<file path="src/rtl/vram_arbiter.sv">
// Single-port VRAM arbiter: the pixel fetcher always wins, and CPU operations queue
// in an in-order command FIFO that drains into idle slots.
module vram_arbiter #(
  parameter int ADDR_W     = 16,
  parameter int DATA_W     = 8,
  parameter int FIFO_DEPTH = 4,
  parameter int MAX_WAIT   = 4096
) (
  input  logic              clock,
  input  logic              resetn,
  input  logic              pix_req,
  input  logic [ADDR_W-1:0] pix_addr,
  output logic              pix_valid,
  output logic [DATA_W-1:0] pix_data,
  input  logic              cpu_req,
  input  logic              cpu_we,
  input  logic [ADDR_W-1:0] cpu_addr,
  input  logic [DATA_W-1:0] cpu_wdata,
  output logic              cpu_ready,
  output logic              cpu_rvalid,
  output logic [DATA_W-1:0] cpu_rdata,
  output logic              starve_err,
  output logic              mem_en,
  output logic              mem_we,
  output logic [ADDR_W-1:0] mem_addr,
  output logic [DATA_W-1:0] mem_wdata,
  input  logic [DATA_W-1:0] mem_rdata
);

  localparam int IW = $clog2(FIFO_DEPTH);
  localparam int PW = IW + 1;
  localparam int CW = $clog2(MAX_WAIT + 1);
  localparam logic [CW-1:0] WAIT_LIMIT = CW'(MAX_WAIT);

  logic              fifo_we    [FIFO_DEPTH];
  logic [ADDR_W-1:0] fifo_addr  [FIFO_DEPTH];
  logic [DATA_W-1:0] fifo_wdata [FIFO_DEPTH];
  logic [PW-1:0]     wr_ptr, rd_ptr;
  logic              fifo_empty, fifo_full;
  logic              head_we;
  logic [ADDR_W-1:0] head_addr;
  logic [DATA_W-1:0] head_wdata;
  logic              rd_out;
  logic              push, pop;
  logic [CW-1:0]     wait_cnt, wait_next;

  assign fifo_empty = (wr_ptr == rd_ptr);
  assign fifo_full  = (wr_ptr[IW] != rd_ptr[IW]) && (wr_ptr[IW-1:0] == rd_ptr[IW-1:0]);
  assign head_we    = fifo_we[rd_ptr[IW-1:0]];
  assign head_addr  = fifo_addr[rd_ptr[IW-1:0]];
  assign head_wdata = fifo_wdata[rd_ptr[IW-1:0]];

  // The returning read frees the single outstanding-read slot in its own cycle.
  assign cpu_ready = !fifo_full && (!rd_out || cpu_rvalid);
  assign push      = cpu_req && cpu_ready;
  assign pop       = resetn && !pix_req && !fifo_empty;

  assign pix_data  = mem_rdata;
  assign cpu_rdata = mem_rdata;

  always_comb begin
    mem_en    = 1'b0;
    mem_we    = 1'b0;
    mem_addr  = pix_addr;
    mem_wdata = head_wdata;
    if (resetn && pix_req) begin
      mem_en = 1'b1;
    end else if (pop) begin
      mem_en   = 1'b1;
      mem_we   = head_we;
      mem_addr = head_addr;
    end
  end

  always_comb begin
    wait_next = wait_cnt;
    if (pop)
      wait_next = '0;
    else if (!fifo_empty && wait_cnt != WAIT_LIMIT)
      wait_next = wait_cnt + CW'(1);
  end

  always_ff @(posedge clock) begin
    if (push) begin
      fifo_we[wr_ptr[IW-1:0]]    <= cpu_we;
      fifo_addr[wr_ptr[IW-1:0]]  <= cpu_addr;
      fifo_wdata[wr_ptr[IW-1:0]] <= cpu_wdata;
    end
  end

  always_ff @(posedge clock or negedge resetn) begin
    if (!resetn) begin
      wr_ptr     <= '0;
      rd_ptr     <= '0;
      rd_out     <= 1'b0;
      pix_valid  <= 1'b0;
      cpu_rvalid <= 1'b0;
      wait_cnt   <= '0;
      starve_err <= 1'b0;
    end else begin
      if (push)
        wr_ptr <= wr_ptr + PW'(1);
      if (pop)
        rd_ptr <= rd_ptr + PW'(1);
      if (push && !cpu_we)
        rd_out <= 1'b1;
      else if (cpu_rvalid)
        rd_out <= 1'b0;
      pix_valid  <= pix_req;
      cpu_rvalid <= pop && !head_we;
      wait_cnt   <= wait_next;
      if (wait_next == WAIT_LIMIT)
        starve_err <= 1'b1;
    end
  end

endmodule
</file>
<file path="config.mk">
export PLATFORM = sky130hd
export DESIGN_NAME = vram_arbiter
export DESIGN_NICKNAME = d
export VERILOG_FILES = /design/src/rtl/vram_arbiter.sv
export SDC_FILE = /design/constraint.sdc
export NUM_CORES = 1
export LEC_CHECK = 0
export CAP_MARGIN = 30
export CELL_PAD_IN_SITES_DETAIL_PLACEMENT = 0
export CELL_PAD_IN_SITES_GLOBAL_PLACEMENT = 1
export CORE_MARGIN = 2
export CORE_UTILIZATION = 41
export CTS_CLUSTER_SIZE = 30
export DETAILED_ROUTE_END_ITERATION = 10
export DONT_BUFFER_PORTS = 1
export GPL_TIMING_DRIVEN = 0
export PLACE_DENSITY_LB_ADDON = 0.08
export SYNTH_ARGS = -nofsm -noshare
export SYNTH_HDL_FRONTEND = slang
export SYNTH_SLANG_ARGS = --single-unit
</file>
<file path="constraint.sdc">
create_clock -name clock -period 5.3 [get_ports clock]
set_input_delay 0.265 -clock clock [delete_from_list [all_inputs] [get_ports clock]]
set_output_delay 0.265 -clock clock [all_outputs]
set_load 0.03 [all_outputs]
</file>
==> results of run 1 <==
==> power breakdown <==
part           leakage, uW  internal, uW  total (uW)  switching (uW)
Clock             0.000308           829        1230             400
Sequential         0.00120          1240        1310            71.5
Combinational     0.000931           432        1210             777
==> synth_stat cells (2+ instances only) <==
| cell | count | share of area, % |
|---|---|---|
| or3_1 | 3 | 0.34 |
| o21ai_0 | 17 | 1.5 |
| buf_2 | 8 | 0.73 |
| nor3_1 | 3 | 0.27 |
| xnor2_1 | 7 | 1.1 |
| buf_4 | 17 | 2.3 |
| inv_1 | 7 | 0.48 |
| and3_1 | 10 | 1.1 |
| nor2b_1 | 2 | 0.23 |
| xor2_1 | 2 | 0.32 |
| ha_1 | 7 | 1.6 |
| xor2_2 | 2 | 0.59 |
| edfxtp_1 | 100 | 55 |
| clkbuf_1 | 7 | 0.48 |
| dfrtp_1 | 23 | 10 |
| nand4_1 | 3 | 0.34 |
| nand3_1 | 6 | 0.55 |
| nand2_1 | 61 | 4.2 |
| a21oi_1 | 9 | 0.82 |
| nand2b_1 | 2 | 0.23 |
| clkbuf_2 | 2 | 0.18 |
| mux2_2 | 2 | 0.41 |
| buf_6 | 2 | 0.41 |
| nor2_1 | 13 | 0.89 |
| and4_1 | 3 | 0.48 |
| o31ai_1 | 6 | 0.82 |
| mux4_2 | 24 | 9.8 |
| a31oi_1 | 2 | 0.23 |
==> metrics by stage <==
step | area (um^2) | power, uW | util (%)
2_1_floorplan | 5510 | 2270 | -
3_3_place_gp | 5730 | 2530 | 43.4
3_5_place_dp | 5730 | 2530 | 43.5
4_1_cts | 6650 | 3800 | 50.4
5_1_grt | 6650 | 3950 | 50.4
6_report | 6650 | 3740 | 50.4
==> per-layer routing <==
metal  vias to the layer above  wire length [um]  global-route usage (%)
met5                         -                 0                       0
met4                         0               135                    7.21
met3                         8               566                    5.42
met2                        85              5710                    27.2
met1                      1596              5120                    22.2
li1                       1479                 -                       -
==> cell families after synthesis <==
group,synth area share (%)
flops,65.0
simple gates,9.54
xor+xnor,2.52
mux,11.0
compound gates,5.75
fa+ha+maj,1.59
buf+inv,4.66
==> worst paths after layout <==
kind	start	slack (ns)	to	depth (start not counted)
worst max register to register	rd_ptr[0]	2.44	fifo_addr[3][13]	5
max in group asynchronous	resetn	4.86	wait_cnt[3]	2
worst min register to register	wr_ptr[2]	0.52	wr_ptr[2]	1
min in group asynchronous	resetn	0.30	wait_cnt[11]	2
worst max-delay path	rd_ptr[1]	2.30	mem_addr[11]	8
worst min-delay path	cpu_we	0.05	rd_out	2
==> area by class of cell <==
class,instances,area (um^2)
clock buffer,19,433
fill,1137,6540
sequential,123,3580
clock inverter,13,198
buffer,37,230
timing repair buffer,28,290
inverter,7,26.3
tap,176,220
multi-input combinational,205,1680
==> sequential cells by signal, indices dropped and copies added, names as in the netlist <==
name / cells
rd_ptr: 3
fifo_wdata: 32
fifo_addr: 64
wait_cnt: 13
starve_err: 1
cpu_rvalid: 1
fifo_we: 4
pix_valid: 1
rd_out: 1
wr_ptr: 3
==> what timing repair did <==
item | CTS | global route
hold endpoints to repair | 124 | 0
resized for setup | 0 | 0
endpoints found under the setup margin | 0 | 0
hold buffers | 28 | 0
==> reports/metrics.csv, run 1 <==
metric;value;unit
initial core utilization;41.8;%
fin crit share;56.6;%
outcome;finished clean;
Peak VDD IR;0.348;mV
MaxCap Viol Count;0;
clk sinks;123;
Static Leak;0.00244;uW
CTS tree;built;
Synth Cell Area;5510;um^2
Die Width;120;um
TNS Setup;0;ns
Reg clk slew, reported paths;0.05;ns
P&R area growth vs syn;20.8;%
Die Span Y;120;um
Clock Tree Root;clkbuf_16;
global-route wire length before repair;18.0;mm
Rows;42;
Slew Limit Fails;0;
Port Buffer Count;0;
max frequency;0.333;GHz
post-synthesis async set-or-reset flop share;18.7;%
pwr/cell area;563;nW/um^2
slew margin rel.;38.7;%
vias in the first global route;3216;
setup bufs post-CTS;0;
Post-Route WL;11.5;mm
drt drc;0;
final non-filler cell total;608;
Setup Slack @ Placement;2.42;ns
global placer's final weighted congestion;0.765;
#FFs+latches synth;123;
initial antenna violation count;0;
worst-path cell chain;buf_6 -> xor2_4 -> or3_1 -> buf_4 -> nand2_2 -> buf_2 -> nand2_1 -> nand2_1;
CTS H-Tree Depth;4;
commonest cells after routing, fill and taps aside;100 x edfxtp_1, 61 x nand2_1, 27 x dlygate4sd3_1, 24 x mux4_2, 23 x dfrtp_1;
Critical Path AT;2.73;ns
WS Path Type;flip-flop to output pin;
largest net degree at the start of global routing;27;
CP max stage cell;dfrtp_1;
post-synthesis cell count;372;
HP Class;input port to flip-flop;
CTS max path bufs;2;
Primary FF master, synth;edfxtp_1;
RSZ-0062 raised after global routing;false;
most common cell after layout, fill and taps aside;edfxtp_1;
share of cells above drive strength 1;22.9;%
Worst Path Required;5.04;ns
CP max stage delay;0.39;ns
final net count;479;
gr usage total;17.2;%
unique cell type count in the Yosys netlist;50;
DR iter-0 viols;209;
Fin. Hold Viols;0;
number of enable flip-flop cells after synthesis;100;
Antenna diodes;0;
Clock Latency Late Sink;0.41;ns
sequential-to-total area share from yosys stat;65.0;%
via/cell ratio;5.21;
DP Wirelength;7.22;mm
most frequent CP cell;nand2_1;
drt wl/cell;19.0;um
vias;3168;
syn_nets;432;
CP Capture Type;output pin;
Routed Antenna Nets;0;
Ys Warns;0;
Core Box Area;13200;um^2
Final Skew;0.00586;ns
count of final setup violators;0;
DRT Pass-1 Iters;4;
Die ar.;14400;um^2
synthesized area per cell;14.8;um^2
Post-Place Cells;548;
total CTS buffers;17;
Worst Tran Pin Value;0.919;ns
worst hold slack;0.0540;ns
GR Overflow Total;0;
Worst setup SP type;flip-flop;
WP buf/inv;3;
PnR worst setup slack;2.30;ns
fin crit period;3.00;ns
cell family contributing the most delay on the critical path;simple AND/OR/NAND/NOR gates;
Ports;99;
Crit Path Max Fanout;10;
(Power assumes the default switching activity.)
==> run 2: changes to the inputs <==
--- a/config.mk
+++ b/config.mk
@@ -5,6 +5,7 @@
 export SDC_FILE = /design/constraint.sdc
 export NUM_CORES = 1
 export LEC_CHECK = 0
+export ABC_AREA = 1
 export CAP_MARGIN = 30
 export CELL_PAD_IN_SITES_DETAIL_PLACEMENT = 0
 export CELL_PAD_IN_SITES_GLOBAL_PLACEMENT = 1
==> constraint.sdc (replaced) <==
create_clock -name clock -period 3 [get_ports clock]
set_input_delay 0.15 -clock clock [delete_from_list [all_inputs] [get_ports clock]]
set_output_delay 0.15 -clock clock [all_outputs]
set_load 0.03 [all_outputs]
==> reports/metrics.csv, run 2 <==
metric;value;unit;change
vias;3763;;+19%
gr usage total;19.1;%;+1.9 points
Ys Warns;0;;unchanged
RSZ-0062 raised after global routing;false;;
max frequency;0.360;GHz;
DP Wirelength;8.26;mm;+14%
Port Buffer Count;0;;unchanged
unique cell type count in the Yosys netlist;31;;-38%
DR iter-0 viols;180;;-14%
vias in the first global route;3839;;+19%
worst hold slack;0.0877;ns;+0.0337 ns
TNS Setup;0;ns;unchanged
largest cells by area after synthesis;edfxtp_1 54%, dfrtp_1 10%, nor2_1 7.8%;;
share of the synthesized area in the top cell type;54.1;%;-0.41 points
CTS H-Tree Depth;4;;unchanged
most common cell after layout, fill and taps aside;nor2_1;;
Reg clk slew, reported paths;0.06;ns;about the same
Finished Core Util;50.6;%;+0.15 points
CP Capture Type;output pin;;
Die Span Y;120;um;+0.36%
post-synthesis async set-or-reset flop share;18.7;%;unchanged
CTS tree;built;;
Rows;42;;unchanged
outcome;finished clean;;
share of cells above drive strength 1;13.8;%;-9.1 points
via/cell ratio;4.94;;-5.1%
Worst Tran Pin Value;0.911;ns;-0.00876 ns
Routed Antenna Nets;0;;unchanged
MaxCap Viol Count;0;;unchanged
slew margin rel.;39.1;%;+0.44 points
DRT Pass-1 Iters;4;;unchanged
Antenna diodes;0;;unchanged
synthesized area per cell;10.6;um^2;-29%
max reg flops;64;;unchanged
final net count;632;;+32%
sequential-to-total area share from yosys stat;64.5;%;-0.48 points
Peak VDD IR;0.712;mV;+100%
Core Box Area;13200;um^2;+0.40%
syn_nets;585;;+35%
Worst Path Required;2.85;ns;-2.19 ns
largest net degree at the start of global routing;27;;unchanged
Final Skew;0.00918;ns;+0.00332 ns
Die ar.;14500;um^2;+0.72%
drt wl/cell;17.2;um;-9.5%
#FFs+latches synth;123;;unchanged
finished layout cell area;6700;um^2;+0.70%
initial core utilization;41.9;%;+0.15 points
Worst setup SP type;flip-flop;;
dpl cell area;5800;um^2;+1.2%
post-synth top area cell;edfxtp_1;;
P&R area growth vs syn;20.7;%;about the same
top-count cell post-synth;nor2_1;;
initial antenna violation count;0;;unchanged
Post-CTS Resized;0;;unchanged
setup bufs post-CTS;0;;unchanged
Crit Path Max Fanout;10;;unchanged
Synth Cell Area;5550;um^2;+0.75%
Clock Tree Root;clkbuf_16;;
most common library cells after synthesis;116 x nor2_1, 100 x edfxtp_1, 70 x nand2_1, 48 x o21ai_0, 33 x inv_1;;
global-route wire length before repair;20.5;mm;+14%
HP Class;input port to flip-flop;;
pwr/cell area;1000;nW/um^2;+78%
WS Path Type;flip-flop to output pin;;
GR Overflow Total;0;;unchanged
clk sinks;123;;unchanged
commonest cells after routing, fill and taps aside;112 x nor2_1, 100 x edfxtp_1, 70 x nand2_1, 48 x o21ai_0, 33 x inv_1;;
Clock Latency Late Sink;0.41;ns;about the same
hold buffers post-CTS;28;;unchanged
Primary FF master, synth;edfxtp_1;;
post-synthesis cell count;525;;+41%
Die Width;120;um;+0.36%
Ports;99;;unchanged
count of final setup violators;0;;unchanged
drt drc;0;;unchanged
Critical Path AT;2.63;ns;-0.10 ns
fin crit share;92.5;%;
number of enable flip-flop cells after synthesis;100;;unchanged
Fin. Hold Viols;0;;unchanged
CTS max path bufs;2;;unchanged
Post-Route WL;13.1;mm;+13%
Slew Limit Fails;0;;unchanged
global placer's final weighted congestion;0.763;;-0.26%
total CTS buffers;17;;unchanged
Static Leak;0.00260;uW;+6.5%
fin crit period;2.78;ns;
## run 2: cell count changes after synthesis, sizes merged, moves of 14 or more
cell   before  now
a31oi       2   16
inv         7   40
mux4       25    0
nand2      62   77
nand3       6   21
nor2       13  120
o21ai      17   53
## run 2: cells by family after synthesis
logic type | count (synthesis) | synth area share [%]
compound gates | 82 | 8.00
xor+xnor | 9 | 1.42
fa+ha+maj | 7 | 1.58
buf+inv | 79 | 7.22
flops | 123 | 64.5
simple gates | 225 | 17.3
## run 2: final timing paths
check	from	to	slack [ns]	depth (start not counted)
max	rd_ptr[1]	mem_addr[2]	0.22	10
min	pix_req	wait_cnt[4]	0.09	4
min reg2reg	rd_out	rd_out	0.48	2
min in group asynchronous	resetn	wr_ptr[2]	0.18	2
max reg2reg	rd_ptr[1]	fifo_addr[3][3]	0.36	9
max in group asynchronous	resetn	wait_cnt[3]	2.67	2
## run 2: worst max-delay path: stages, from the launching register on
cell     delay (ns)
dfrtp_1        0.39
buf_6          0.15
inv_6          0.10
nand2_4        0.06
nand2_4        0.07
nand3_4        0.15
nand2_4        0.17
inv_2          0.06
buf_4          0.18
buf_2          0.21
a31oi_1        0.67
## run 2: layout make-up
class / instances / area [um^2]
clock inverter: 15 / 185
multi-input combinational: 323 / 1600
buffer: 38 / 236
tap: 176 / 220
fill: 1204 / 6540
sequential: 123 / 3580
inverter: 41 / 164
clock buffer: 17 / 425
timing repair buffer: 28 / 290
## run 2: report_power, final
part / internal (uW) / switching, uW / total [uW]
Clock: 1320 / 790 / 2110
Sequential: 2160 / 116 / 2280
Combinational: 610 / 1710 / 2320
Total: 4090 / 2610 / 6710
## run 2: through the flow
step           cells  total power [uW]  worst slack (ns)
2_1_floorplan    525              4010             0.232
3_3_place_gp     701              4570            -0.875
3_5_place_dp     701              4610             0.307
4_1_cts          761              6780             0.194
5_1_grt          761              7130            0.0681
6_report         761              6710             0.224
## run 2: per-layer routing
| layer | global-route usage [%] | wire length (um) | up-vias |
|---|---|---|---|
| li1 | - | - | 1861 |
| met1 | 23.4 | 5680 | 1807 |
| met2 | 32.1 | 6580 | 87 |
| met3 | 5.75 | 675 | 8 |
| met4 | 6.69 | 131 | 0 |
| met5 | 0 | 0 | - |
